$ cat config.mk
export PLATFORM = sky130hd
export DESIGN_NAME = fog_demod_acc
export DESIGN_NICKNAME = d
export VERILOG_FILES = /design/src/rtl/fog_demod_pkg.sv /design/src/rtl/fog_sat_add.sv /design/src/rtl/fog_demod_acc.sv
export SDC_FILE = /design/constraint.sdc
export NUM_CORES = 1
export LEC_CHECK = 0
export BUFFER_PORTS_ARGS = -buffer_cell sky130_fd_sc_hd__buf_2
export CORE_MARGIN = 1.5
export CORE_UTILIZATION = 49
export DETAILED_ROUTE_END_ITERATION = 12
export PLACE_DENSITY = 0.67
export SYNTH_ARGS = -nofsm -noshare
export SYNTH_HDL_FRONTEND = slang
export SYNTH_SLANG_ARGS = --single-unit
$ cat constraint.sdc
create_clock -name i_clk -period 11.2 [get_ports i_clk]
set_input_delay 1.12 -clock i_clk [delete_from_list [all_inputs] [get_ports i_clk]]
set_output_delay 1.12 -clock i_clk [all_outputs]
set_load 0.1 [all_outputs]
$ cat src/rtl/fog_demod_pkg.sv
// Shared types and constants for the FOG square-wave demodulator.
package fog_demod_pkg;

  // WAIT_FIRST holds until the first rising phase edge so that the first
  // reported period is never a truncated one.
  typedef enum logic {
    WAIT_FIRST = 1'b0,
    RUN        = 1'b1
  } state_t;

  localparam logic ST_HIGH = 1'b1;
  localparam logic ST_LOW  = 1'b0;
  localparam int   SKIP_W  = 16;

endpackage

$ cat src/rtl/fog_sat_add.sv
// Signed add/subtract of width W with optional clamping.
// Build macro FOG_DEMOD_SAT_EN: when defined, results clamp to the signed
// range of W bits and ovf reports the clamp; otherwise the result wraps
// modulo 2^W and ovf is constant 0.
module fog_sat_add #(
  parameter int W = 32
) (
  input  logic signed [W-1:0] a,
  input  logic signed [W-1:0] b,
  input  logic                sub,
  output logic signed [W-1:0] y,
  output logic                ovf
);

`ifdef FOG_DEMOD_SAT_EN
  logic [W:0] sum_ext;

  // One extra bit exposes overflow as a mismatch of the top two bits
  always_comb begin
    sum_ext = sub ? ({a[W-1], a} - {b[W-1], b}) : ({a[W-1], a} + {b[W-1], b});
    ovf     = sum_ext[W] ^ sum_ext[W-1];
    if (ovf) begin
      y = sum_ext[W] ? {1'b1, {(W-1){1'b0}}} : {1'b0, {(W-1){1'b1}}};
    end else begin
      y = sum_ext[W-1:0];
    end
  end
`else
  assign y   = sub ? (a - b) : (a + b);
  assign ovf = 1'b0;
`endif

endmodule

$ cat src/rtl/fog_demod_acc.sv
// Synchronous square-wave demodulator: sums ADC samples per HIGH/LOW
// half-period (after a settle skip) and reports HIGH-LOW once per period.
// Build macro FOG_DEMOD_SAT_EN selects clamping arithmetic and a live o_ovf;
// without it all sums wrap and o_ovf stays 0.
module fog_demod_acc
  import fog_demod_pkg::*;
#(
  parameter int ADC_BIT = 14,
  parameter int ACC_BIT = 32
) (
  input  logic                      i_clk,
  input  logic                      i_rst_n,
  input  logic                      i_status,
  input  logic signed [ADC_BIT-1:0] i_adc_data,
  input  logic [SKIP_W-1:0]         i_skip_cnt,
  input  logic                      i_polarity,
  output logic signed [ACC_BIT-1:0] o_err,
  output logic                      o_err_vld,
  output logic                      o_ovf
);

  logic                      status_q;
  logic                      status_qq;
  logic signed [ADC_BIT-1:0] adc_q;

  state_t                    state;
  logic [SKIP_W-1:0]         skip_cnt;
  logic signed [ACC_BIT-1:0] acc_h;
  logic signed [ACC_BIT-1:0] acc_l;
  logic                      ovf_acc;

  logic                      ph_edge;
  logic                      rise;
  logic                      fall;
  logic                      take;
  logic signed [ACC_BIT-1:0] sample_ext;
  logic signed [ACC_BIT-1:0] sum_h;
  logic signed [ACC_BIT-1:0] sum_l;
  logic signed [ACC_BIT-1:0] diff;
  logic signed [ACC_BIT-1:0] diff_a;
  logic signed [ACC_BIT-1:0] diff_b;
  logic                      ovf_h;
  logic                      ovf_l;
  logic                      ovf_d;

  // Align phase flag and sample: adc_q belongs to the phase in status_q
  always_ff @(posedge i_clk or negedge i_rst_n) begin
    if (!i_rst_n) begin
      status_q  <= ST_LOW;
      status_qq <= ST_LOW;
      adc_q     <= '0;
    end else begin
      status_q  <= i_status;
      status_qq <= status_q;
      adc_q     <= i_adc_data;
    end
  end

  assign ph_edge    = status_q != status_qq;
  assign rise       = (status_q == ST_HIGH) && (status_qq == ST_LOW);
  assign fall       = (status_q == ST_LOW) && (status_qq == ST_HIGH);
  // On an edge the fresh skip value decides whether the edge sample counts
  assign take       = ph_edge ? (i_skip_cnt == '0) : (skip_cnt == '0);
  assign sample_ext = {{(ACC_BIT-ADC_BIT){adc_q[ADC_BIT-1]}}, adc_q};
  assign diff_a     = i_polarity ? acc_l : acc_h;
  assign diff_b     = i_polarity ? acc_h : acc_l;

  fog_sat_add #(.W(ACC_BIT)) u_add_h (
    .a(acc_h), .b(sample_ext), .sub(1'b0), .y(sum_h), .ovf(ovf_h)
  );

  fog_sat_add #(.W(ACC_BIT)) u_add_l (
    .a(acc_l), .b(sample_ext), .sub(1'b0), .y(sum_l), .ovf(ovf_l)
  );

  fog_sat_add #(.W(ACC_BIT)) u_diff (
    .a(diff_a), .b(diff_b), .sub(1'b1), .y(diff), .ovf(ovf_d)
  );

  // Phase FSM: skip counting, half-period accumulation and period report
  always_ff @(posedge i_clk or negedge i_rst_n) begin
    if (!i_rst_n) begin
      state     <= WAIT_FIRST;
      skip_cnt  <= '0;
      acc_h     <= '0;
      acc_l     <= '0;
      ovf_acc   <= 1'b0;
      o_err     <= '0;
      o_err_vld <= 1'b0;
      o_ovf     <= 1'b0;
    end else begin
      o_err_vld <= 1'b0;
      case (state)
        WAIT_FIRST: begin
          acc_h   <= '0;
          acc_l   <= '0;
          ovf_acc <= 1'b0;
          if (rise) begin
            skip_cnt <= i_skip_cnt;
            state    <= RUN;
          end
        end
        RUN: begin
          if (ph_edge) begin
            skip_cnt <= take ? '0 : (i_skip_cnt - 1'b1);
          end else if (skip_cnt != '0) begin
            skip_cnt <= skip_cnt - 1'b1;
          end

          if (fall) begin
            o_err     <= diff;
            o_err_vld <= 1'b1;
            o_ovf     <= ovf_acc | ovf_d;
            acc_h     <= '0;
            acc_l     <= take ? sample_ext : '0;
            ovf_acc   <= 1'b0;
          end else if (take) begin
            if (status_q == ST_HIGH) begin
              acc_h   <= sum_h;
              ovf_acc <= ovf_acc | ovf_h;
            end else begin
              acc_l   <= sum_l;
              ovf_acc <= ovf_acc | ovf_l;
            end
          end
        end
      endcase
    end
  end

endmodule

==> summary.txt <==
Status
  • Status: finished clean

GRT
  • Total track usage: 24.00%
  • M1 GR Usage: between 30% and 40%
  • Grt met2 use: between 30% and 40%
  • Antenna violations before repair: 0
  • Largest net degree at the start of global routing: 75
  • First-pass GRT wire length: 47600 um
  • Routing usage on met3: 3.489%
  • Gr ovfl total: 0
  • Vias in the first global route: 9626
  • Gr busiest metal: met2

Setup path
  • Crit-path max FO: 74
  • Buf+Inv Stages, Crit Path: 3
  • Startpoint types: input port
  • Crit. End Element: flop
  • CP delay by family, top: compound AO/OA/AOI/OAI gates
  • Worst path slowest cell: buf_4
  • Kind of critical path: in -> reg
  • Crit path DAT: 4.78 ns
  • Crit-path max cell delay: 0.58 ns
  • Data required time of the critical path: 11.49 ns
  • Critical-path cell list: buf_2 -> buf_4 -> inv_1 -> mux2i_1 -> ha_1 -> nor4_1 -> a22oi_1 -> o2111ai_1 -> a41oi_2 -> o211ai_2 -> a21oi_2 -> a221oi_1 -> xor2_1 -> o21ai_1

Clock network
  • Post-CTS resize count: 0
  • Inserted Clock Buffers: 17
  • Skew-Pair Late Insertion Delay: roughly 0.43 ns
  • CTS tree: done
  • Post-CTS Setup Bufs: 0
  • Clk buf depth: 2
  • Hold buffer count at CTS: 0
  • TritonCTS Sinks: 130
  • CTS Root Cell: clkbuf_16
  • Worst-path clk slew: 0.06 ns
  • H-tree levels: 4

Synthesis
  • Ys Warns: 0
  • Cells after Synth: about 1400
  • Sequential fraction of the synthesis area: 28.28%
  • FF+latch count, synth: 130
  • Cell Area, Synth: about 12000 um2
  • Main area contributors after synthesis: dfrtp_1 28%, ha_1 8.4%, nand2_1 6.0%
  • Post-synth top area share: 28.28%
  • Post-synth EDFFs: 0
  • Syn Area/Cell: 7.995 um2
  • Syn nets: 1552
  • Most frequent cells after synthesis: 185 x nand2_1, 131 x o21ai_0, 130 x dfrtp_1
  • Post-synth ARST share: 100.0%
  • Top_reg_cell synth: dfrtp_1
  • Distinct cells, synth: 85
  • Synth area leader: dfrtp_1
  • Most common cell in the netlist: nand2_1

Routing
  • Total wire length: 27920 um
  • Via count: 10330
  • Antenna Nets Post-Route: 0
  • Routed len/inst: 15.49 um
  • Pre-antenna DRT Iters: 5
  • Via density: 5.732
  • DR iter-0 viols: 599
  • DRC: 0

Layout
  • Layout Nets: around 1600
  • Antenna cells: 0
  • Cell Count, Final, Fillers Out: ~1800
  • Area Overhead vs Synth: 9.951%
  • Post-route cell area: 12650 um2
  • Fraction of layout cells with a size suffix above 1: under 10%
  • Fillers: approximately 2200

Power and ir drop
  • Worst VDD drop: 0.1799 mV
  • Total Power: between 3000 and 4000 uW
  • Pleak: about 0.0057 uW
  • PwrDens: 265.9 nW/um2

Placed design
  • GPL Wtd Cong: 0.9105
  • DP HPWL: 20910 um
  • Port bufs: 66
  • Placed Area: 12080 um2
  • Placed insts: about 1800

STA
  • Slew HR: 37.31%
  • Fmax: 222.5 MHz
  • Max Transition Viols Final: 0
  • Crit share post-route: 40.13%
  • Fin Clk Skew: roughly 0.014 ns
  • Fin crit period: 4.494 ns
  • Hold Vio Cnt, Final: 0
  • Worst Max-Slew Pin Slew: 0.9384 ns
  • Total Neg Setup Slack: 0 ns
  • RSZ-0062 raised after global routing: false
  • Final setup fails: 0

Floorplan
  • Die extent in y: 156.2 um
  • Die area: 24410 um2
  • Row count: 55
  • IO Pins: 68
  • Initial Util: between 50% and 60%
  • Core footprint: 22850 um2
  • Die X-Extent: 156.2 um

Job
  • Total of max-cap violations: 0

Min path
  • Tightest Hold Check Type: reg -> reg
-- path summary, 6_finish.rpt --
path / to / cells after the start / from / slack, ns
min in group asynchronous: skip_cnt[0] / 1 / i_rst_n / 0.68
setup / recovery: o_err[30] / 14 / i_polarity / 6.71
max in group asynchronous: o_err[10] / 2 / i_rst_n / 9.24
setup reg to reg: acc_h[22] / 13 / adc_q[0] / 7.61
hold reg to reg: o_err[1] / 2 / o_err[1] / 0.47
hold / removal: o_err[1] / 2 / o_err[1] / 0.47
-- layout make-up --
type                       count  area [um2]  area share [%]
sequential                   130        3253           25.72
inverter                      53       198.9           1.573
clock buffer                  20       466.7           3.689
tap                          313       391.6           3.096
timing repair buffer          77       419.2           3.314
multi-input combinational   1198        7812           61.76
clock inverter                12       107.6          0.8506
-- per-stage QoR --
step / utilization, % / hold slack (ns) / worst slack [ns]
global placement: 52.85 / 0.4541 / 6.374
finish: 55.37 / 0.4686 / 6.706
floorplan: - / 0.4504 / 6.104
global route: 55.37 / 0.4859 / 6.359
CTS: 55.37 / 0.4727 / 6.767
detailed placement: 52.85 / 0.4590 / 6.300
-- cell usage in the layout, fill, tap and decap left out, drive strengths merged, types with 6 or more instances in the layout --
master,n
a211oi,16
a21o,46
a21oi,105
a22o,15
a22oi,13
a311oi,7
a31oi,15
a41oi,7
and2,15
and3,11
buf,77
clkbuf,20
clkinvlp,6
dfrtp,130
ha,77
inv,53
maj3,22
mux2,9
mux2i,18
nand2,186
nand2b,45
nand3,34
nand3b,6
nand4,13
nor2,95
nor2b,30
nor3,33
nor4,7
o211ai,19
o21a,13
o21ai,136
o21bai,13
o22ai,6
o31ai,13
or3,13
or4,6
xnor2,54
xor2,31
-- power breakdown --
part	total, uW	switching, uW	internal, uW
sequential	795	184	611
clock	538	216	322
combinational	2030	1300	729
-- state kept, by name (all words and copies together), names as in the netlist --
signal	count
state	1
acc_h	32
o_err	32
o_err_vld	1
skip_cnt	16
status_q	1
adc_q	14
status_qq	1
acc_l	32
-- cell families (layout without fill, tap and decap cells) --
kind of cell,count (synthesis),after routing,share of synthesized area [%]
flops,130,130,28.28
fa+ha+maj,101,101,10.64
other cells,1,1,0.03260
buf+inv,111,162,3.839
mux,27,27,2.447
simple gates,509,509,21.46
compound gates,475,475,26.84
xor+xnor,85,85,6.471
-- per-layer routing --
metal | routed length, um | up-vias
li1 | - | 5350
met4 | 216 | 0
met1 | 14250 | 4744
met2 | 12460 | 218
met3 | 998 | 22
met5 | 0 | -
-- tightest hold or removal path, delay by kind of cell, from the launching register on --
kind,cells,cell delay (ns)
DFF,1,0.34
and+or+nand+nor,2,0.10
No activity file was read; power rests on OpenSTA's default activity.
